`src/rtl/nonce_sched_if.sv`:
```
// Word-request / digest bus between the nonce scheduler and a sha256d core.
// The scheduler side is the master: it launches hashes and answers word requests.
interface nonce_sched_if;
  logic         sha_start;
  logic [4:0]   sha_addr;
  logic         sha_rq;
  logic         sha_rdy;
  logic [31:0]  sha_data;
  logic [255:0] sha_hash;
  logic         sha_done;

  modport master (
    output sha_start, sha_rdy, sha_data,
    input  sha_addr, sha_rq, sha_hash, sha_done
  );

  modport slave (
    input  sha_start, sha_rdy, sha_data,
    output sha_addr, sha_rq, sha_hash, sha_done
  );
endinterface

```
`src/rtl/nonce_sched.sv`:
```
// Nonce scheduler: walks a nonce range through an external sha256d core,
// serves the block header words to the core and stops on the first digest
// whose little-endian value is at or below the configured target.
module nonce_sched (
  input  logic           clk,
  input  logic           rst_n,
  input  logic           cfg_we,
  input  logic [4:0]     cfg_addr,
  input  logic [31:0]    cfg_wdata,
  input  logic [31:0]    nonce_end,
  input  logic           go,
  input  logic           stop,
  input  logic           ack,
  nonce_sched_if.master  sha,
  output logic           busy,
  output logic           found,
  output logic           exhausted,
  output logic [31:0]    found_nonce,
  output logic [255:0]   found_hash
);

  typedef enum logic [2:0] {
    S_IDLE,
    S_LAUNCH,
    S_WAIT,
    S_CHECK,
    S_FOUND,
    S_EXHAUSTED
  } state_t;

  state_t        state;
  logic [31:0]   header [0:18];
  logic [31:0]   nonce;
  logic [255:0]  target;
  logic [255:0]  digest;
  logic          stop_pend;
  logic [31:0]   word_sel;
  logic [2:0]    tgt_word;
  logic          hit;

  function automatic logic [31:0] bswap32(input logic [31:0] v);
    return {v[7:0], v[15:8], v[23:16], v[31:24]};
  endfunction

  function automatic logic [255:0] bswap256(input logic [255:0] v);
    logic [255:0] r;
    r = '0;
    for (int i = 0; i < 32; i++) begin
      r[8*i +: 8] = v[255-8*i -: 8];
    end
    return r;
  endfunction

  // Addresses 20..27 map to target words 7..0 (20 is the most significant);
  // modulo 8 that is simply 3 minus the low three address bits.
  assign tgt_word = 3'd3 - cfg_addr[2:0];

  // The core delivers the digest big-endian; the target compares against it little-endian.
  assign hit = (bswap256(digest) <= target);

  // Word the core is asking for: header, byte-swapped nonce, or zero padding.
  always_comb begin
    word_sel = '0;
    if (sha.sha_addr < 5'd19) begin
      word_sel = header[sha.sha_addr];
    end else if (sha.sha_addr == 5'd19) begin
      word_sel = bswap32(nonce);
    end
  end

  // Header and target registers accept writes only while the scheduler is idle.
  always_ff @(posedge clk or negedge rst_n) begin
    if (!rst_n) begin
      for (int i = 0; i < 19; i++) begin
        header[i] <= '0;
      end
      target <= '0;
    end else if (cfg_we && state == S_IDLE) begin
      if (cfg_addr < 5'd19) begin
        header[cfg_addr] <= cfg_wdata;
      end else if (cfg_addr >= 5'd20 && cfg_addr <= 5'd27) begin
        target[{tgt_word, 5'b00000} +: 32] <= cfg_wdata;
      end
    end
  end

  // Word-request responder: one cycle behind the request, held while it stays up.
  always_ff @(posedge clk or negedge rst_n) begin
    if (!rst_n) begin
      sha.sha_rdy  <= 1'b0;
      sha.sha_data <= '0;
    end else begin
      sha.sha_rdy <= sha.sha_rq;
      if (sha.sha_rq) begin
        sha.sha_data <= word_sel;
      end
    end
  end

  // Search sequencer with registered status outputs and the nonce counter.
  always_ff @(posedge clk or negedge rst_n) begin
    if (!rst_n) begin
      state         <= S_IDLE;
      sha.sha_start <= 1'b0;
      busy          <= 1'b0;
      found         <= 1'b0;
      exhausted     <= 1'b0;
      nonce         <= '0;
      digest        <= '0;
      found_nonce   <= '0;
      found_hash    <= '0;
      stop_pend     <= 1'b0;
    end else begin
      sha.sha_start <= 1'b0;
      if (stop && (state == S_LAUNCH || state == S_WAIT || state == S_CHECK)) begin
        stop_pend <= 1'b1;
      end
      case (state)
        S_IDLE: begin
          stop_pend <= 1'b0;
          if (cfg_we && cfg_addr == 5'd19) begin
            nonce <= cfg_wdata;
          end
          if (go) begin
            state         <= S_LAUNCH;
            sha.sha_start <= 1'b1;
            busy          <= 1'b1;
          end
        end
        S_LAUNCH: begin
          state <= S_WAIT;
        end
        S_WAIT: begin
          if (sha.sha_done) begin
            digest <= sha.sha_hash;
            state  <= S_CHECK;
          end
        end
        S_CHECK: begin
          if (hit) begin
            state       <= S_FOUND;
            found       <= 1'b1;
            busy        <= 1'b0;
            found_nonce <= nonce;
            found_hash  <= digest;
          end else if (nonce == nonce_end) begin
            state     <= S_EXHAUSTED;
            exhausted <= 1'b1;
            busy      <= 1'b0;
          end else if (stop_pend) begin
            state     <= S_IDLE;
            busy      <= 1'b0;
            stop_pend <= 1'b0;
          end else begin
            nonce         <= nonce + 32'd1;
            state         <= S_LAUNCH;
            sha.sha_start <= 1'b1;
          end
        end
        S_FOUND: begin
          if (ack) begin
            state     <= S_IDLE;
            found     <= 1'b0;
            stop_pend <= 1'b0;
          end
        end
        S_EXHAUSTED: begin
          if (ack) begin
            state     <= S_IDLE;
            exhausted <= 1'b0;
            stop_pend <= 1'b0;
          end
        end
        default: begin
          state     <= S_IDLE;
          busy      <= 1'b0;
          found     <= 1'b0;
          exhausted <= 1'b0;
          stop_pend <= 1'b0;
        end
      endcase
    end
  end

endmodule

```
`src/flat_wrapper.sv`:
```
// flat-port wrapper written by rule: the top's interface ports become plain ports
module nonce_sched_flat 
  (clk, rst_n, cfg_we, cfg_addr, cfg_wdata, nonce_end, go, stop, ack, busy, found, exhausted, found_nonce, found_hash, sha_sha_start, sha_sha_rdy, sha_sha_data, sha_sha_addr, sha_sha_rq, sha_sha_hash, sha_sha_done);
  nonce_sched_if sha_i ();
  input  logic clk;
  input  logic rst_n;
  input  logic cfg_we;
  input  logic [4:0] cfg_addr;
  input  logic [31:0] cfg_wdata;
  input  logic [31:0] nonce_end;
  input  logic go;
  input  logic stop;
  input  logic ack;
  output logic busy;
  output logic found;
  output logic exhausted;
  output logic [31:0] found_nonce;
  output logic [255:0] found_hash;
  output wire logic [$bits(sha_i.sha_start)-1:0] sha_sha_start;
  output wire logic [$bits(sha_i.sha_rdy)-1:0] sha_sha_rdy;
  output wire logic [$bits(sha_i.sha_data)-1:0] sha_sha_data;
  input wire logic [$bits(sha_i.sha_addr)-1:0] sha_sha_addr;
  input wire logic [$bits(sha_i.sha_rq)-1:0] sha_sha_rq;
  input wire logic [$bits(sha_i.sha_hash)-1:0] sha_sha_hash;
  input wire logic [$bits(sha_i.sha_done)-1:0] sha_sha_done;
  assign sha_sha_start = sha_i.sha_start;
  assign sha_sha_rdy = sha_i.sha_rdy;
  assign sha_sha_data = sha_i.sha_data;
  assign sha_i.sha_addr = sha_sha_addr;
  assign sha_i.sha_rq = sha_sha_rq;
  assign sha_i.sha_hash = sha_sha_hash;
  assign sha_i.sha_done = sha_sha_done;
  nonce_sched u_core (.clk(clk), .rst_n(rst_n), .cfg_we(cfg_we), .cfg_addr(cfg_addr), .cfg_wdata(cfg_wdata), .nonce_end(nonce_end), .go(go), .stop(stop), .ack(ack), .sha(sha_i), .busy(busy), .found(found), .exhausted(exhausted), .found_nonce(found_nonce), .found_hash(found_hash));
endmodule
```
`config.mk`:
```
export PLATFORM = sky130hd
export DESIGN_NAME = nonce_sched_flat
export DESIGN_NICKNAME = d
export VERILOG_FILES = /design/src/rtl/nonce_sched_if.sv /design/src/rtl/nonce_sched.sv /design/src/flat_wrapper.sv
export SDC_FILE = /design/constraint.sdc
export NUM_CORES = 2
export LEC_CHECK = 0
export BUFFER_PORTS_ARGS = -buffer_cell sky130_fd_sc_hd__buf_2
export CORE_MARGIN = 8
export CORE_UTILIZATION = 40
export CTS_CLUSTER_SIZE = 25
export DETAILED_ROUTE_END_ITERATION = 8
export PLACE_DENSITY_LB_ADDON = 0.08
export RECOVER_POWER = 50
export SYNTH_ARGS = -nofsm -noshare
export SYNTH_HDL_FRONTEND = slang
export SYNTH_SLANG_ARGS = --single-unit
```
`constraint.sdc`:
```
create_clock -name clk -period 3.55 [get_ports clk]
set_input_delay 0.5325 -clock clk [delete_from_list [all_inputs] [get_ports clk]]
set_output_delay 0.5325 -clock clk [all_outputs]
set_load 0.1 [all_outputs]
```
# Word level (Yosys, flattened, before mapping)
# Index checks and enable logic that the tools add are counted.
# totals
input_bits,338
wordCells,137
output_inout_bits,325
ff_bits,1481
# classes
n_eq_ne,20
bitwise_logic,6
n_reduce_logical,23
muxes,43
shifts,2
addsub,3
n_lt_le_gt_ge,8
# op_table
operator,count
$bwmux 608,1
$mux 32,9
$bwmux 256,1
$le 256x256->1,1
$shift 32x10->256 const A,1
$shiftx 32x10->256,1
$bmux 32 s5,1
$demux 32 s5,1
$pmux 32 s2,1
$add 32x1->32 const B,1
$eq 32x32->1,1
$mux 1,18
$ne 2x2->1 const B,9
$mux 3,5
$pmux 3 s5,1
$ge 6x6->1 const B,2
$not 5->6,2
$pmux 1 s3,4
$reduce_and 3->1,4
$reduce_or 4->1,3
$eq 5x5->1 const B,2
$lt 5x5->1 const B,2
$neg 8->10,1
$eq 3x2->1 const B,2
other kinds (18),31

# Longest topological paths before layout
# logic_depth
ltp_word,9
ltp_mapped,14

# Worst setup path after synthesis
# OpenSTA, ideal clock, no wires.
# synth_path
path_type,in2reg
startpoint,input port sha_sha_addr[0]
endpoint,register u_core.sha.sha_data[30]
path_buffers,3
t_arrival_ns,2.985
t_required_ns,3.413
setup_time_ns,0.137
path_stages,7
setup_slack_ns,0.428
cell_sequence,clkbuf_1 buf_2 buf_1 mux4_2 mux4_2 a222oi_1 a21oi_1
# synth_via
elab_chain_len,5
# synth_rtl
item,line_no,rtl
start: declaration,flat_wrapper.sv:22,input wire logic [$bits(sha_i.sha_addr)-1:0] sha_sha_addr;
$not 5->6 (implied by the code),nonce_sched.sv:65,word_sel = header[sha.sha_addr];
$bmux 32 s5,nonce_sched.sv:65,
$mux 32 (implied by the code) (2 in a row),nonce_sched.sv:65,
$mux 32 *,nonce_sched.sv:64,if (sha.sha_addr < 5'd19) begin
end signal: assignment,nonce_sched.sv:95,sha.sha_data <= word_sel;
end: declaration,nonce_sched_if.sv:13,"output sha_start, sha_rdy, sha_data,"
# Mark *: on every way between the ends. The rest lies on a longest branch, timed or not. The select of a mux whose other input is x is not followed.
# A chain may end at the register's enable or synchronous reset.

# Worst setup path after layout
# layout_path
startpoint,register u_core.digest[73]
endpoint,register u_core.found_hash[190]
# layout_via
elab_chain_len,2
# layout_rtl
item,line_no,rtl
start: declaration,nonce_sched.sv:35,logic [255:0] digest;
start signal: assignment,nonce_sched.sv:135,digest <= sha.sha_hash;
$le 256x256->1,nonce_sched.sv:59,assign hit = (bswap256(digest) <= target);
$reduce_and 2->1 (no source line),n/a,
end signal: assignment,nonce_sched.sv:145,found_hash <= digest;
end: declaration,nonce_sched.sv:19,output logic [255:0] found_hash
# Every way passes these cells.

==> results.ini <==
[worst_setup_path]
worstPathCellList=ha_4 > nand4_1 > nor4_4 > buf_4 > nand3_4 > nor4_2 > buf_4 > inv_1 > o2111ai_4 > nor2_4 > o21ai_4 > buf_6 > buf_12 > buf_16 > clkbuf_16 > mux2_4
critical_path_class=flip-flop to flip-flop
cp_max_fo=8
setup.worst_path.end_class=flip-flop
r2r-start=u_core.digest[73]$_DFFE_PN0P_
critPathLaunch=u_core.digest[73]$_DFFE_PN0P_
path_delay_family=buffers and inverters
cpPeakStageDelay_ns=0.42
critPathBufInv=7
start_kind=flip-flop
critPathArrivalTime_ns=4.34
critPathRequiredTime_ns=4.23
cp_common_cell=buf_4
cp_slowest_cell=dfrtp_1

[drt]
drt-pass1-iter-count=5
num_vias=46500
routed_via_density=5.39
ant_nets=0
drt_iter0_markers=3314
drc_errors=0
finalWirelength_mm=240
wire_per_inst_um=27.8

[layout]
fin_nets=6837
fill_cells=15000
syn_to_final_growth_pct=24.5
drive_gt1_share_pct=42.6
layoutNonFillerInstCount=8626
fin_area_um2=85400

[cts]
cts_buffer_depth=3
clk_pin_slew_worst_paths_ns=0.06
cts-root-buf=clkbuf_16
cts_tree=built
cts_buffers=170
clkLatencyLatePin_ns=0.81
cts_sinks=1481
htree_levels=4

[floorplanning]
core_um2=171000
die_h_um=430
die_w_um=430
die_area_um2=185000
ioPinCount=663
rows=152
start_util_pct=40.1

[global_routing]
grt_pass1_vias=48500
grt.overflow.total=0
grt_max_degree=107
grtUsageTotal_pct=25.3
grt_pass1_wl_mm=347
antenna_found_initial=25

[timing]
max_slew.worst_pin.slew_ns=1.71
finalSetupTns_ns=-13.78
fin_ws_ns=-0.108
slew_viol_final=379
min_period_ns=3.66
max_freq_mhz=273
finalSetupViolations=238
period_share_pct=103
skew_ns=0.0256
slew_headroom_pct=-13.9
rsz0062_at_grt=true
finalHoldViolations=0

[yosys]
synth_nets=5758
synth_edf_count=0
netlist.top_cell.by_area=dfrtp_1
ys_ff_latch=1481
seq_area_frac_synth_pct=54.0
synth.area.top_cells=dfrtp_1 54%, mux2_2 17%, mux4_2 5.3%, ha_1 4.8%, mux2_4 4.5%
synth_cell_types=75
ys.flop_type=dfrtp_1
yosysWarningCount=0
syn-cell-area_um2=68600
synth_top_area_share_pct=54.0
netlist_instances=5158
async_flop_share_pct=100
syn_avg_cell_area_um2=13.3

[power]
peakVddDrop_uv=1110
total_power_mw=78.6
p_per_area_nw_per_um2=920
leakage_nw=40.4

[outcome]
status=finished with violations
violations=capacitance limit, slew limit, setup timing

[placement]
globalplace.congestion=0.852
place_area_um2=75900
dp_cells=7985
port_buffers=662
post-dp-hpwl_mm=163

[hold_path]
min-delay-start=go
min_path_type=input pin to flip-flop

[flow_run]
drv_cap=5

[cells by family after synthesis]
kind of cell             synth area share, %
adder cells (fa/ha/maj)                 4.78
XOR/XNOR                               0.421
buffers and inverters                   3.76
AND/OR/NAND/NOR                         5.15
multiplexers                            26.8
AO/OA/AOI/OAI                           5.10
flip-flops                              54.0
[placed cells by master (no fill, tap or decap), drive strengths merged, types with 8 or more instances in the layout]
master / n
o32a: 9
mux2: 1216
diode: 13
ha: 262
xnor2: 33
and4: 9
nor2: 92
nand2: 448
mux2i: 32
nor3: 40
a222oi: 32
nand2b: 8
a211oi: 13
a221oi: 13
clkinv: 41
bufinv: 11
dlygate4sd3: 254
and3: 14
o22ai: 19
a21o: 32
nand3: 45
mux4: 160
dfrtp: 1481
o21ai: 265
clkbuf: 290
nor4: 32
nand4: 67
inv: 279
buf: 951
nor2b: 11
a21oi: 136
[report_power, final]
group          switching [mW]  leakage, nW  internal [mW]
combinational            21.4         18.5           12.1
clock                    7.37         2.77           10.4
sequential               4.94         19.2           22.5
total                    33.7         40.4           44.9
[path summary, 6_finish.rpt]
check	end	slack [ns]	depth (start not counted)
worst max-delay path	u_core.found_hash[190]$_DFFE_PN0P_	-0.11	16
max in group asynchronous	u_core.header[21]$_DFFE_PN0P_	0.26	3
worst min-delay path	u_core.sha.sha_start$_DFF_PN0_	0.06	3
worst max register to register	u_core.found_hash[190]$_DFFE_PN0P_	-0.11	16
min in group asynchronous	u_core.digest[19]$_DFFE_PN0P_	0.73	2
worst min register to register	u_core.target[101]$_DFFE_PN0P_	0.48	2
[through the flow]
step / utilization, % / setup WS, ns / hold slack, ns
2_1_floorplan: - / 0.428 / 0.237
3_5_place_dp: 44.4 / -0.535 / 0.471
6_report: 50.0 / -0.108 / 0.0629
5_1_grt: 50.0 / -0.233 / 0.0344
3_3_place_gp: 44.4 / -0.498 / 0.464
4_1_cts: 49.7 / -0.106 / 0.00227
[layout make-up]
class | count | area (µm²) | area share, %
Clock buffer | 247 | 4870 | 5.69
Antenna cell | 13 | 32.5 | 0.0381
Inverter | 270 | 1010 | 1.19
Tap cell | 2233 | 2790 | 3.27
Timing Repair Buffer | 1248 | 9160 | 10.7
Clock inverter | 68 | 766 | 0.896
Multi-Input combinational cell | 3066 | 29700 | 34.8
Sequential cell | 1481 | 37100 | 43.4
[Yosys cell counts, types with 11 or more instances]
| cell type | n |
|---|---|
| dfrtp_1 | 1481 |
| mux2_2 | 1007 |
| nand2_1 | 448 |
| inv_1 | 270 |
| ha_1 | 262 |
| o21ai_0 | 262 |
| clkbuf_1 | 236 |
| mux2_4 | 206 |
| mux4_2 | 160 |
| a21oi_1 | 135 |
| nor2_1 | 91 |
| buf_1 | 67 |
| nand4_1 | 66 |
| nand3_1 | 44 |
| nor3_1 | 40 |
| xnor2_1 | 33 |
| a21o_1 | 32 |
| a222oi_1 | 32 |
| mux2i_1 | 32 |
| nor4_1 | 29 |
| buf_8 | 20 |
| o22ai_1 | 19 |
| and3_1 | 14 |
| a211oi_1 | 13 |
| a221oi_1 | 13 |
| buf_2 | 13 |
| nor2b_1 | 11 |
[sequential cells by signal (all words and copies together), names as in the netlist]
register and cells:
u_core.sha.sha_data 32, u_core.nonce 32, u_core.busy 1, u_core.header 608, u_core.state 3, u_core.sha.sha_start 1
u_core.digest 256, u_core.target 256, u_core.sha.sha_rdy 1, u_core.found_hash 256, u_core.exhausted 1, u_core.stop_pend 1
u_core.found 1, u_core.found_nonce 32
[repair_timing]
item	4_1_cts	5_1_grt
cloned	8	7
pin swaps	27	29
hold buffers	254	0
setup endpoints to repair	325	317
setup buffers	33	15
resized for setup	99	96
endpoints found under the hold margin	306	0
[worst register-to-register path, stage by stage (launching register included)]
cell and delay [ns]:
dfrtp_1 0.42, ha_4 0.28, nand4_1 0.18, nor4_4 0.30
buf_4 0.18, nand3_4 0.14, nor4_2 0.32, buf_4 0.20
inv_1 0.07, o2111ai_4 0.21, nor2_4 0.09, o21ai_4 0.14
buf_6 0.14, buf_12 0.16, buf_16 0.21, clkbuf_16 0.20
mux2_4 0.29
[routing by layer]
layer	up-vias	wire length (µm)	GRT usage, %
met5	-	0	0
met4	0	12500	11.7
met3	417	10400	3.76
met2	1238	119000	43.0
met1	24100	98000	31.9
li1	20700	-	-
No activity file was read; power rests on OpenSTA's default activity.
